`config.mk`:
```
export PLATFORM = sky130hd
export DESIGN_NAME = am2910_seq_core
export DESIGN_NICKNAME = d
export VERILOG_FILES = /design/src/rtl/am2910_seq_core.sv
export SDC_FILE = /design/constraint.sdc
export NUM_CORES = 1
export LEC_CHECK = 0
export ABC_AREA = 1
export CORE_MARGIN = 5
export CORE_UTILIZATION = 40
export DETAILED_ROUTE_END_ITERATION = 12
export GPL_ROUTABILITY_DRIVEN = 0
export PLACE_DENSITY = 0.67
export SETUP_SLACK_MARGIN = 0.4
export SLEW_MARGIN = 30
export SYNTH_ARGS = -nofsm -noshare
export SYNTH_HDL_FRONTEND = slang
export SYNTH_SLANG_ARGS = --single-unit
```
`constraint.sdc`:
```
create_clock -name clk -period 5.49 [get_ports clk]
set_input_delay 0.549 -clock clk [delete_from_list [all_inputs] [get_ports clk]]
set_output_delay 0.549 -clock clk [all_outputs]
set_load 0.01 [all_outputs]
```
`src/rtl/am2910_seq_core.sv`:
```
// Am2910-style next-address core: decodes the microinstruction, selects Y,
// maintains uPC and the register/counter R, and drives the external LIFO strobes.
module am2910_seq_core #(
  parameter int WIDTH = 12
) (
  input  logic             clk,
  input  logic             reset_n,
  input  logic [3:0]       instr,
  input  logic             cc_n,
  input  logic             ccen_n,
  input  logic             ci,
  input  logic             rld_n,
  input  logic [WIDTH-1:0] d,
  input  logic [WIDTH-1:0] stack_top,
  input  logic             stack_full,
  input  logic             stack_empty,
  output logic             push_en,
  output logic             pop_en,
  output logic             clear_en,
  output logic [WIDTH-1:0] push_data,
  output logic [WIDTH-1:0] y,
  output logic             full_n,
  output logic             pl_n,
  output logic             map_n,
  output logic             vect_n
);

  localparam logic [3:0] OP_JZ   = 4'd0;
  localparam logic [3:0] OP_CJS  = 4'd1;
  localparam logic [3:0] OP_JMAP = 4'd2;
  localparam logic [3:0] OP_CJP  = 4'd3;
  localparam logic [3:0] OP_PUSH = 4'd4;
  localparam logic [3:0] OP_JSRP = 4'd5;
  localparam logic [3:0] OP_CJV  = 4'd6;
  localparam logic [3:0] OP_JRP  = 4'd7;
  localparam logic [3:0] OP_RFCT = 4'd8;
  localparam logic [3:0] OP_RPCT = 4'd9;
  localparam logic [3:0] OP_CRTN = 4'd10;
  localparam logic [3:0] OP_CJPP = 4'd11;
  localparam logic [3:0] OP_LDCT = 4'd12;
  localparam logic [3:0] OP_LOOP = 4'd13;
  localparam logic [3:0] OP_CONT = 4'd14;
  localparam logic [3:0] OP_TWB  = 4'd15;

  localparam logic [WIDTH-1:0] ZERO_W = {WIDTH{1'b0}};

  logic [WIDTH-1:0] upc_r;
  logic [WIDTH-1:0] r_r;

  logic             pass_s;
  logic             rz_s;
  logic [WIDTH-1:0] y_s;
  logic             push_s;
  logic             pop_s;
  logic             clear_s;
  logic             r_load_s;
  logic             r_dec_s;
  logic             pl_n_s;
  logic             map_n_s;
  logic             vect_n_s;

  // Empty flag is informational only; underflow handling lives in the stack block.
  logic             unused_flags;
  assign unused_flags = stack_empty;

  assign pass_s = ccen_n | ~cc_n;
  assign rz_s   = (r_r == ZERO_W);

  // Next-address select, stack strobes and R load/decrement requests.
  always_comb begin
    y_s      = upc_r;
    push_s   = 1'b0;
    pop_s    = 1'b0;
    clear_s  = 1'b0;
    r_load_s = 1'b0;
    r_dec_s  = 1'b0;
    case (instr)
      OP_JZ: begin
        y_s     = ZERO_W;
        clear_s = 1'b1;
      end
      OP_CJS: begin
        if (pass_s) begin
          y_s    = d;
          push_s = 1'b1;
        end else begin
          y_s = upc_r;
        end
      end
      OP_JMAP: y_s = d;
      OP_CJP: begin
        if (pass_s) y_s = d;
        else        y_s = upc_r;
      end
      OP_PUSH: begin
        push_s   = 1'b1;
        y_s      = upc_r;
        r_load_s = pass_s;
      end
      OP_JSRP: begin
        push_s = 1'b1;
        if (pass_s) y_s = d;
        else        y_s = r_r;
      end
      OP_CJV: begin
        if (pass_s) y_s = d;
        else        y_s = upc_r;
      end
      OP_JRP: begin
        if (pass_s) y_s = d;
        else        y_s = r_r;
      end
      OP_RFCT: begin
        if (!rz_s) begin
          y_s     = stack_top;
          r_dec_s = 1'b1;
        end else begin
          y_s   = upc_r;
          pop_s = 1'b1;
        end
      end
      OP_RPCT: begin
        if (!rz_s) begin
          y_s     = d;
          r_dec_s = 1'b1;
        end else begin
          y_s = upc_r;
        end
      end
      OP_CRTN: begin
        if (pass_s) begin
          y_s   = stack_top;
          pop_s = 1'b1;
        end else begin
          y_s = upc_r;
        end
      end
      OP_CJPP: begin
        if (pass_s) begin
          y_s   = d;
          pop_s = 1'b1;
        end else begin
          y_s = upc_r;
        end
      end
      OP_LDCT: begin
        y_s      = upc_r;
        r_load_s = 1'b1;
      end
      OP_LOOP: begin
        if (pass_s) begin
          y_s   = upc_r;
          pop_s = 1'b1;
        end else begin
          y_s = stack_top;
        end
      end
      OP_CONT: y_s = upc_r;
      OP_TWB: begin
        if (!rz_s) begin
          r_dec_s = 1'b1;
          if (pass_s) begin
            y_s   = upc_r;
            pop_s = 1'b1;
          end else begin
            y_s = stack_top;
          end
        end else begin
          pop_s = 1'b1;
          if (pass_s) y_s = upc_r;
          else        y_s = d;
        end
      end
      default: y_s = upc_r;
    endcase
  end

  // One-hot-low enable for the pipeline register, mapping PROM or vector source.
  always_comb begin
    pl_n_s   = 1'b0;
    map_n_s  = 1'b1;
    vect_n_s = 1'b1;
    case (instr)
      OP_JMAP: begin
        pl_n_s  = 1'b1;
        map_n_s = 1'b0;
      end
      OP_CJV: begin
        pl_n_s   = 1'b1;
        vect_n_s = 1'b0;
      end
      default: begin
        pl_n_s   = 1'b0;
        map_n_s  = 1'b1;
        vect_n_s = 1'b1;
      end
    endcase
  end

  // While reset is held, present a quiet, deterministic interface.
  always_comb begin
    if (!reset_n) begin
      y        = ZERO_W;
      push_en  = 1'b0;
      pop_en   = 1'b0;
      clear_en = 1'b0;
      pl_n     = 1'b0;
      map_n    = 1'b1;
      vect_n   = 1'b1;
    end else begin
      y        = y_s;
      push_en  = push_s;
      pop_en   = pop_s;
      clear_en = clear_s;
      pl_n     = pl_n_s;
      map_n    = map_n_s;
      vect_n   = vect_n_s;
    end
  end

  assign push_data = upc_r;
  assign full_n    = ~stack_full;

  // uPC follows Y plus carry-in; R takes an external load over any instruction action.
  always_ff @(posedge clk) begin
    if (!reset_n) begin
      upc_r <= ZERO_W;
      r_r   <= ZERO_W;
    end else begin
      upc_r <= y_s + {{(WIDTH-1){1'b0}}, ci};
      if (!rld_n) begin
        r_r <= d;
      end else if (r_load_s) begin
        r_r <= d;
      end else if (r_dec_s) begin
        r_r <= r_r - {{(WIDTH-1){1'b0}}, 1'b1};
      end else begin
        r_r <= r_r;
      end
    end
  end

endmodule

```
==> results.txt, run 1 <==
* Outcome: finished, final reports clean
- By area the synthesized netlist is led by sky130_fd_sc_hd__nand2_1 (25%), sky130_fd_sc_hd__dfxtp_1 (14%), sky130_fd_sc_hd__nand3_1 (12%).
- The share of the Yosys chip area taken by registers is between 10% and 20%.
* Cells after Synth: between 600 and 700
- For this design, the CTS-stage hold fixing added 0 buffers.
- Num rows: 34
* Via count: 4,590
- The mapped netlist covers 3490 sq um.
- In this run the worst hold path is classified as reg -> reg.
- Number of nets in the final layout: between 700 and 800
- Maximum clock insertion buffer count: 2
- Number of sinks handled by clock tree synthesis: 24
* Number of detailed-routing iterations run before antenna repair: 5
- Net count after synthesis: 724
- IR analysis of the VDD net gives a maximum drop of around 0.089 mV.
- Reported max-cap violation count: 0
- The worst setup path is launched from a register.
* Worst stage delay on the critical path: between 500 and 600 ps
* Headroom to the max-slew limit: just under 40%
* Floorplan core area: around 8600 sq um
- STA classifies the critical path endpoint as an output pin.
* Clock buffer count from CTS: 3
* Overall die width: 103.4 microns
- For the finished layout, the period the worst path requires is ~4200 ps.
* First-pass GRT wire length: about 21 mm
* Layout Cell Area excl Fill: roughly 4200 sq um
- Cells along the critical path: inv_1, ha_1, nand2_2, nor2_4, nand2_4, inv_1, nand3_1, o21ai_0, nand2_1, a31oi_1, clkdlybuf4s50_1
* Logic depth of the worst setup path including buffers: 11
- Min Hold Slack: a little under 500 ps
* Timing-limited maximum frequency: 235.5 MHz
* Cell repeated most along the worst path: sky130_fd_sc_hd__inv_1
- Maximum number of pins on one net before global-route repair: 46
- Wire length after detailed routing: around 13 mm
* Final setup violation count: 0
- For the pin with the worst max-slew slack, the measured transition is 919.3 ps.
* Via count of the first global-routing pass: 4,225
* Critical path fanouts, max: 40
* RSZ-0062 raised after global routing: false
- Setup bufs post-CTS: 0
- The number of antenna violations at the first check in global routing came to 0.
- Congestion Overflow GR: 0
- CP arrival: around 3700 ps
* Number of synthesized register bits: 24
* I/O pins: 67
* Area fraction of the dominant cell type after synthesis: between 20% and 30%
* Number of buffer and inverter instances along the worst setup path: 3
- Worst setup skew after layout: 2.727 ps
- Violation count after the first detailed-route iteration: about 430
- Hold Fails Final Rpt: 0
* Placement-stage cell area: approximately 4100 sq um
* Average cell area after synthesis: around 5.1 sq um
* Most frequent standard cell in the layout excluding fill and tap cells: sky130_fd_sc_hd__nand2_1
- Cells resized by post-CTS repair: 0
* Top Family by Delay on Critical Path: buffers and inverters
- Worst-case reg-to-reg path depth: 17
- YS warnings: 0
- Global routing used between 20 and 30% of the available tracks across all layers.
- Remaining routing DRC violations: 0
- Data required, critical path: 4940 ps
- Floorplan die area: 10,690 sq um
- WL per Instance: around 16 microns
* Crit Path Category: reg -> out
* Insertion delay of the later-clocked pin in the worst-skew pair: around 280 ps
- Count of nets left with antenna violations after detail routing: 0
- Summed over all failing endpoints, the final setup total negative slack is 0 ps.
* Fraction of layout instances using a drive strength above 1: between 5 and 6%
- Port buffering added 65 buffers.
- Once detailed placement completed, the half-perimeter wirelength came to between 9 and 10 mm.
* Final worst-path cycle share: ~77%
* Die height: approximately 100 microns
- Post-synthesis cell type count: 33
- Antenna fix cells: 0
- Leaving out fill and tap cells, the most frequent cells in the layout are sky130_fd_sc_hd__nand2_1 (237), sky130_fd_sc_hd__nor2_1 (88), sky130_fd_sc_hd__inv_1 (85), sky130_fd_sc_hd__nand3_1 (85), sky130_fd_sc_hd__clkdlybuf4s50_1 (65).
- Fillcell total: roughly 940
* Leakage power total: 0.002120 uW
* Reg clk slew, reported paths: 100 ps
- TritonCTS built the clock tree.
- Starting density of the core: about two fifths
- The count of pins over their slew limit was 0.
* Root cell of the clock tree: sky130_fd_sc_hd__clkbuf_8
- From synthesis to final layout, the design area changed by 20.47%.
* Cell accounting for the most synthesized area: sky130_fd_sc_hd__nand2_1
* Master of the slowest instance on the critical path: sky130_fd_sc_hd__clkdlybuf4s50_1
* PD cells: ~170 nW/um^2
- The completed layout was analyzed and its total power is ~720 uW.
- Via/cell ratio: around 5.5
- Hold path cells: 2
- # H-tree levels: 1
cell type report:
class | count | area, sq um | area share, %
multi-input cells | 542 | 2500 | 59.46
repair buffers | 70 | 688.2 | 16.37
flip-flops and latches | 24 | 480.5 | 11.43
inverters | 92 | 345.3 | 8.214
well taps | 108 | 135.1 | 3.214
clock buffers | 4 | 55.05 | 1.310
state kept, by name, summed over array words and instances (netlist names):
register and cells:
push_data 12, r_r 12
synth_stat cells (all sizes together):
cell	number
nand3b	3
a22oi	2
o22ai	8
nor2	102
o21ai	31
nand4	3
xnor2	3
nand3	87
dfxtp	24
ha	3
a211oi	2
xor2	7
inv	92
buf	22
a31oi	4
o211ai	6
nor3	4
a21oi	26
o221ai	1
clkbuf	5
a21boi	2
nand2	248
worst reg2reg max path: cells and delay by family, from the launching register on:
kind | cells | cell delay [ps]
flops | 1 | 320
compound gates | 1 | 190
buf+inv | 2 | 680
fa+ha+maj | 3 | 880
simple gates | 11 | 1850
kinds of logic (layout without fill, tap and decap cells):
logic type	after synthesis	count (layout)	synth area share, %
buffers and inverters	119	166	14.67
adders and majority gates	3	3	1.076
and+or+nand+nor	447	447	54.82
AOI/OAI and AO/OA	82	82	13.16
DFF	24	24	13.77
xor gates and xnor gates	10	10	2.510
path summary, 6_finish.rpt:
path	to	start	slack [ps]
setup / recovery	y[0]	r_r[0]$_SDFFE_PN0P_	1240
hold / removal	r_r[0]$_SDFFE_PN0P_	r_r[0]$_SDFFE_PN0P_	490
setup reg to reg	push_data[6]$_SDFF_PN0_	r_r[0]$_SDFFE_PN0P_	1500
hold reg to reg	r_r[0]$_SDFFE_PN0P_	r_r[0]$_SDFFE_PN0P_	490
power by group:
part,internal [uW],total (uW),switching (uW)
combinational,139,374,235
clock,64.4,132,67.7
sequential,191,210,19.6
per-layer routing:
metal	part of all wire (%)	vias up	GRT usage, %	wire length, microns
met5	0	-	0	0
met1	41	2056	34.09	5421
met3	11	29	3.823	1402
li1	-	2256	-	-
met2	45	249	40.64	6005
met4	3.1	0	10.66	417
metrics by stage:
stage / utilization, % / worst slack [ps] / cells
global route: 48.92 / 1068 / 840
detailed placement: 48.25 / 1401 / 836
global placement: 48.25 / 1456 / 836
CTS: 48.89 / 1310 / 840
finish: 48.92 / 1244 / 840
floorplan: - / 2864 / 685
Note: power is estimated with default switching activity, not from simulation.
==> run 2: changes to the inputs <==
==> constraint.sdc (replaced) <==
create_clock -name clk -period 4.3 [get_ports clk]
set_input_delay 0.43 -clock clk [delete_from_list [all_inputs] [get_ports clk]]
set_output_delay 0.43 -clock clk [all_outputs]
set_load 0.01 [all_outputs]
==> results.txt, run 2 (same netlist as run 1, synthesis figures left out) <==
- The flow ran to the end, and the final reports show no timing, DRC or antenna violations.
- The number of buffers added to fix hold violations after cts was 0 (unchanged).
- Data required, critical path: 3870 ps (-1070 ps)
- The worst-case setup slack after placement is 806.3 ps (-594.7 ps).
* Antenna fix cells: 0 (unchanged)
* Combined global-route utilization of all metal layers: 25.31% (-0.14 points)
* Min Hold Slack: 490.4 ps (-3.559 ps)
* Slew at the pin closest to its max-slew limit: 887.3 ps (-31.97 ps)
- The tightest min-delay check is of the reg -> reg type.
- Crit Path Category: reg -> out
- Relative contribution of the clock network to total power: 18.7% (+0.3 points)
- Clock tree synthesis selected as its root buffer the cell sky130_fd_sc_hd__clkbuf_8.
- Violation count after the first detailed-route iteration: 302 (-30%)
* WL per Instance: 15.37 microns (-2.5%)
- Leakage power total: 0.002175 uW (+2.6%)
* Via count of the first global-routing pass: 4,270 (+1.1%)
- The clock network latency to the later pin of the worst-skew pair is 290 ps (about the same).
* Floorplan die area: 10,690 sq um (unchanged)
- Setup repair after global routing left no endpoint under its margin.
* Final worst setup slack: 709.9 ps (-534.5 ps)
- Minimum setup slack among reg-to-reg paths: 1070 ps (-430 ps)
- The cell depth of the worst flop-to-flop path is 17 (unchanged).
* Crit path capture type: output pin
- Crit path time final: roughly 3600 ps
- Timing would allow up to about 280 MHz.
- For hold timing, the worst endpoint is r_r[0]$_SDFFE_PN0P_.
* Critical path fanouts, max: 39 (-2.5%)
- Worst setup skew after layout: 2.187 ps (-0.5392 ps)
- The worst hold path begins at r_r[0]$_SDFFE_PN0P_.
- The portion of total power attributed to combinational logic is 52.3% (about the same).
- The detailed-route via count was 4,533 (-1.2%).
* First-pass GRT wire length: 21.15 mm (-0.52%)
* Number of sinks handled by clock tree synthesis: 24 (unchanged)
- The detailed-route vias per instance was 5.327 (-2.5%).
- The peak ir drop on the vdd network is 0.09439 mV (+6.5%).
- The number of violations of the max-capacitance limit came to 0 (unchanged).
- The count of buffers inserted at the top-level ports came to 65 (unchanged).
- Num rows: 34 (unchanged)
- In this run the critical register-to-register path is captured at push_data[6]$_SDFF_PN0_.
- The data arrival time of the critical path is 3160 ps (-540 ps).
- FF-to-FF Start: r_r[0]$_SDFFE_PN0P_
* Critical Path Start Type: register
* Worst Setup SP: r_r[0]$_SDFFE_PN0P_
- The number of antenna violations at the first check in global routing came to 0 (unchanged).
- The buffer levels on the longest clock path is 2 (unchanged).
- Die height: 103.4 microns (unchanged)
- Sw Ratio: 44.73% (-0.24 points)
* # H-tree levels: 1 (unchanged)
- Reg clk slew, reported paths: 100 ps (about the same)
* Final setup violation count: 0 (unchanged)
- Clock buffer count from CTS: 3 (unchanged)
- The remaining antenna violation count was 0 (unchanged).
- Compared with the post-synthesis result, the final layout area differs by 22.77%.
- The part of the power in registers is 28.9% (-0.5 points).
- The overall die width came to 103.4 microns (unchanged).
- Final worst-path cycle share: between 80% and 90%
- DP HPWL: 9.587 mm (+2.7%)
* I/O pins: 67 (unchanged)
- The power density over cell area was 215.5 nW/um^2 (+26%).
* Setup bufs post-CTS: 0 (unchanged)
- Floorplan core area: 8593 sq um (unchanged)
- The number of cells on the worst hold path came to 2 (unchanged).
- The initial standard-cell utilization of the core came to 40.61% (unchanged).
* Hold Fails Final Rpt: 0 (unchanged)
- Number of detailed-routing iterations run before antenna repair: 5 (unchanged)
- Final-report max-slew violation count: 0 (unchanged)
- TritonCTS built the clock tree.
- Wire length after detailed routing: 13.08 mm (-1.3%)
* Headroom to the max-slew limit: 40.78% (+2.3 points)
- The post-layout net count was 783 (+1.4%).
* Sum Neg Setup Slack: 0 ps (unchanged)
- Congestion Overflow GR: 0 (unchanged)
- Most frequent standard cell in the layout excluding fill and tap cells: sky130_fd_sc_hd__nand2_1
* NetSw: 412.9 uW (+28%)
* Fraction of layout instances using a drive strength above 1: 7.133% (+1.3 points)
- The cell internal power dissipation is 510.2 uW (+29%).
- Cells resized by post-CTS repair: 0 (unchanged)
* Highest-count cells in the layout ignoring fill and taps: sky130_fd_sc_hd__nand2_1 (237), sky130_fd_sc_hd__nor2_1 (89), sky130_fd_sc_hd__inv_1 (85), sky130_fd_sc_hd__nand3_1 (85), sky130_fd_sc_hd__clkdlybuf4s50_1 (65)
- The largest net degree at the start of global routing is 40 (-13%).
* Remaining routing DRC violations: 0 (unchanged)
-- run 2: changes by cell type in the layout (fill, tap and decap cells not counted) --
cell                     delta
sky130_fd_sc_hd__nor2_1     +1
sky130_fd_sc_hd__buf_4     +11
sky130_fd_sc_hd__nor2_2     -1
-- run 2: power groups by stage --
stage	Combinational, uW	Clock (uW)	Sequential, uW
after floorplan	308	0	270
after global placement	470	0	272
after detailed placement	476	0	272
after CTS	480	172	267
after global routing	539	180	271
final	483	173	267
-- run 2: routing by layer --
metal / up-vias / share of wire [%] / track usage (%) / routed length (microns)
li1: 2276 / - / - / -
met1: 2001 / 41 / 32.84 / 5359
met2: 207 / 44 / 39.71 / 5756
met3: 49 / 10 / 5.097 / 1302
met4: 0 / 5.0 / 12.75 / 660
met5: - / 0 / 0 / 0
-- run 2: stage by stage --
stage | std cells | power [uW] | cell area (sq um) | utilization [%]
after floorplan | 685 | 578.6 | 3490 | -
after global placement | 847 | 742.6 | 4229 | 49.21
after detailed placement | 847 | 748.5 | 4229 | 49.21
after CTS | 851 | 919.1 | 4284 | 49.85
after global routing | 851 | 989.7 | 4284 | 49.85
final | 851 | 923.1 | 4284 | 49.85
-- run 2: worst max-delay path by stage --
stage                     cells after the start                        to
after floorplan                              19  push_data[10]$_SDFF_PN0_
after global placement                       15   push_data[6]$_SDFF_PN0_
after global routing                         14                      y[3]
after CTS                                    14                      y[3]
after detailed placement                     12                     y[11]
final                                        14                      y[2]
-- run 2: cell type report --
type                    count  area [sq um]
clock buffers               4         55.05
fillers                   926          4309
inverters                  92         345.3
multi-input cells         542          2497
flip-flops and latches     24         480.5
well taps                 108         135.1
repair buffers             81         770.7
-- run 2: critical path: stages (launching register included) --
cell	delay, ps
sky130_fd_sc_hd__dfxtp_1	320
sky130_fd_sc_hd__inv_1	160
sky130_fd_sc_hd__ha_1	260
sky130_fd_sc_hd__nand2_2	100
sky130_fd_sc_hd__nor2_4	470
sky130_fd_sc_hd__nand2_4	70
sky130_fd_sc_hd__buf_4	280
sky130_fd_sc_hd__nand2_1	100
sky130_fd_sc_hd__nand2_1	50
sky130_fd_sc_hd__nand2_1	80
sky130_fd_sc_hd__nand2_1	60
sky130_fd_sc_hd__nand2_2	160
sky130_fd_sc_hd__inv_1	80
sky130_fd_sc_hd__nor2_1	90
sky130_fd_sc_hd__clkdlybuf4s50_1	560
==> run 3: changes to the inputs <==
--- a/config.mk
+++ b/config.mk
@@ -10,7 +10,7 @@
 export CORE_UTILIZATION = 40
 export DETAILED_ROUTE_END_ITERATION = 12
 export GPL_ROUTABILITY_DRIVEN = 0
-export PLACE_DENSITY = 0.67
+export PLACE_DENSITY = 0.7
 export SETUP_SLACK_MARGIN = 0.4
 export SLEW_MARGIN = 30
 export SYNTH_ARGS = -nofsm -noshare
==> constraint.sdc (replaced) <==
create_clock -name clk -period 2.9 [get_ports clk]
set_input_delay 0.29 -clock clk [delete_from_list [all_inputs] [get_ports clk]]
set_output_delay 0.29 -clock clk [all_outputs]
set_load 0.01 [all_outputs]
==> results.txt, run 3 (same netlist as run 1, synthesis figures left out) <==
- The startpoint identified for the worst hold timing path is r_r[0]$_SDFFE_PN0P_.
* RR Endpoint: push_data[10]$_SDFF_PN0_
* Final-report max-slew violation count: 0 (unchanged)
- Congestion Overflow GR: 0 (unchanged)
- For hold timing, the worst endpoint is r_r[0]$_SDFFE_PN0P_.
- WL per Instance: 15.60 microns (+1.5%)
- The maximum fanout count along the critical path was 25 (-36%).
* Floorplan die area: 10,690 sq um (unchanged)
- Of the available clock period, the critical path in the final layout requires ~83%.
- The post-placement cell count is 880 (+3.9%).
- Number of sinks handled by clock tree synthesis: 24 (unchanged)
* Root cell of the clock tree: sky130_fd_sc_hd__clkbuf_8
- The site row count is 34 (unchanged).
* Worst-case reg-to-reg path depth: 18 (+1)
- The leakage dissipation was 0.002453 uW (+13%).
* Crit path capture type: register
* Fraction of layout instances using a drive strength above 1: 13.88% (+6.7 points)
* Wire length after detailed routing: 13.82 mm (+5.7%)
* Count of nets left with antenna violations after detail routing: 0 (unchanged)
- The power density over cell area is 309.1 nW/um^2 (+43%).
- Insertion delay of the later-clocked pin in the worst-skew pair: 280 ps (about the same)
- Worst min path class: reg -> reg
- Remaining routing DRC violations: 0 (unchanged)
- The count of buffers inserted at the top-level ports was 65 (unchanged).
- The overall die width was 103.4 microns (unchanged).
* Outcome: finished, final reports clean
* CP arrival: 2600 ps (-560 ps)
- The initial standard-cell utilization of the core was 40.61% (unchanged).
- Antenna fix cells: 0 (unchanged)
* Clock buffer count from CTS: 3 (unchanged)
- Minimum setup slack among reg-to-reg paths: 490 ps (-580 ps)
* Hold Fails Final Rpt: 0 (unchanged)
- The buffer levels on the longest clock path came to 2 (unchanged).
- The summed area of non-filler cells in the final layout came to 4678 sq um (+9.2%).
* Timing-limited maximum frequency: between 400 and 500 MHz
- The count of routing violations after the opening detailed-route iteration is 463 (+53%).
- The total core area came to 8593 sq um (unchanged).
- The H-tree level count was 1 (unchanged).
- The placement-stage cell area was 4519 sq um (+6.9%).
- FF-to-FF Start: r_r[0]$_SDFFE_PN0P_
- Highest-count cells in the layout ignoring fill and taps: sky130_fd_sc_hd__nand2_1 (237), sky130_fd_sc_hd__nand3_1 (84), sky130_fd_sc_hd__nor2_1 (83)
* Layout Cells excl Fill: 886 (+4.1%)
* RSZ-0062 raised after global routing: true
* Most frequent standard cell in the layout excluding fill and tap cells: sky130_fd_sc_hd__nand2_1
- Count of hold-fix buffers inserted at cts: 0 (unchanged)
* Final design utilization: 54.44% (+4.6 points)
- The number of antenna violations at the first check in global routing came to 0 (unchanged).
* Via/cell ratio: 5.501 (+3.3%)
- DP HPWL: 10.40 mm (+8.5%)
- Sum Neg Setup Slack: 0 ps (unchanged)
- Worst setup skew after layout: 10.96 ps (+8.768 ps)
* CTS tree: built
- I/O pins: 67 (unchanged)
* Crit Path Category: reg -> reg
- Critical Path Start Type: register
* Post-layout total power: 1446 uW (+57%)
- Die height: 103.4 microns (unchanged)
- The wire length of the first global-routing pass was 21.38 mm (+1.1%).
- From synthesis to final layout, the design area changed by 34.06%.
- The global-route usage over all layers was 25.44% (+0.13 points).
- Number of detailed-routing iterations run before antenna repair: 6 (+1)
- The number of violations of the max-capacitance limit is 0 (unchanged).
* Max IR drop VDD: 0.2065 mV (+120%)
* Maximum number of pins on one net before global-route repair: 26 (-35%)
- Number of nets in the final layout: 818 (+4.5%)
- The total setup violations reported at the end of the flow came to 0 (unchanged).
- Data required, critical path: 3090 ps (-780 ps)
* Hold path cells: 2 (unchanged)
- The detailed-route via count is 4,874 (+7.5%).
- Headroom to the max-slew limit: 76.00% (+35 points)
- Via count of the first global-routing pass: 4,583 (+7.3%)
* Slew at the pin closest to its max-slew limit: 359.6 ps (-527.7 ps)
- Reg clk slew, reported paths: 100 ps (about the same)
- Crit path time final: approximately 2400 ps
[run 3: cell types whose count changed in the layout (fill, tap and decap cells not counted), moves of 3 or more]
| cell | previous run | this run |
|---|---|---|
| sky130_fd_sc_hd__nor2_1 | 89 | 83 |
| sky130_fd_sc_hd__clkdlybuf4s50_1 | 65 | 46 |
| sky130_fd_sc_hd__buf_4 | 16 | 45 |
| sky130_fd_sc_hd__inv_2 | 7 | 11 |
| sky130_fd_sc_hd__buf_12 | 0 | 4 |
| sky130_fd_sc_hd__dlygate4sd2_1 | 0 | 16 |
| sky130_fd_sc_hd__inv_1 | 85 | 80 |
| sky130_fd_sc_hd__ha_1 | 3 | 0 |
| sky130_fd_sc_hd__nor2_2 | 9 | 14 |
[run 3: how the worst max path moves through the flow]
stage          slack (ps)                       end           startpoint  cells after the start
5_1_grt               360  push_data[10]$_SDFF_PN0_  r_r[4]$_SDFFE_PN0P_                     17
3_5_place_dp           10                      y[9]             instr[3]                     13
4_1_cts               430                    pop_en             instr[1]                     10
3_3_place_gp           70                      y[3]             instr[3]                     13
6_report              490  push_data[10]$_SDFF_PN0_  r_r[0]$_SDFFE_PN0P_                     18
2_1_floorplan         420  push_data[10]$_SDFF_PN0_  r_r[0]$_SDFFE_PN0P_                     19
[run 3: area by class of cell]
| cell class | instances | area (sq um) |
|---|---|---|
| fill | 883 | 3915 |
| multi-input combinational | 542 | 2569 |
| timing repair buffer | 116 | 1090 |
| sequential | 24 | 481.7 |
| inverter | 92 | 347.8 |
| tap | 108 | 135.1 |
| clock buffer | 4 | 55.05 |
[run 3: timing repair]
item	CTS	global route
gates cloned	1	0
setup endpoints to repair	18	15
setup buffers	1	0
pin swaps	3	1
gates resized for setup	31	19
[run 3: through the flow]
step / hold WS, ps / worst slack, ps
2_1_floorplan: 453.4 / 415.3
3_3_place_gp: 463.5 / 68.40
3_5_place_dp: 472.5 / 12.41
4_1_cts: 498.5 / 429.1
5_1_grt: 517.7 / 358.8
6_report: 485.3 / 490.7
[run 3: power breakdown]
group | switching, uW | internal, uW | leakage (uW)
Sequential | 37.7 | 362 | 0.000199
Combinational | 470 | 328 | 0.00223
Clock | 127 | 122 | 0.0000288
[run 3: per-layer routing]
layer	GRT usage, %	part of all wire, %	up-vias
met4	14.84	5.5	0
met5	0	0	-
met1	32.38	39	2130
met2	39.95	44	321
met3	4.762	11	73
li1	-	-	2350
[run 3: critical path, cell delays in order, from the launching register on]
cell and delay (ps):
sky130_fd_sc_hd__dfxtp_2 340, sky130_fd_sc_hd__inv_2 80, sky130_fd_sc_hd__ha_4 150, sky130_fd_sc_hd__nand2_2 80, sky130_fd_sc_hd__nor2_4 120, sky130_fd_sc_hd__nand2_4 80
sky130_fd_sc_hd__buf_12 160, sky130_fd_sc_hd__o211ai_1 220, sky130_fd_sc_hd__o21ai_2 90, sky130_fd_sc_hd__nand2_1 100, sky130_fd_sc_hd__nand3_2 100, sky130_fd_sc_hd__ha_4 190
sky130_fd_sc_hd__ha_2 190, sky130_fd_sc_hd__nand2_2 120, sky130_fd_sc_hd__nor2_4 70, sky130_fd_sc_hd__nand3_1 80, sky130_fd_sc_hd__nand2_1 50, sky130_fd_sc_hd__inv_1 40
sky130_fd_sc_hd__nor2_1 30
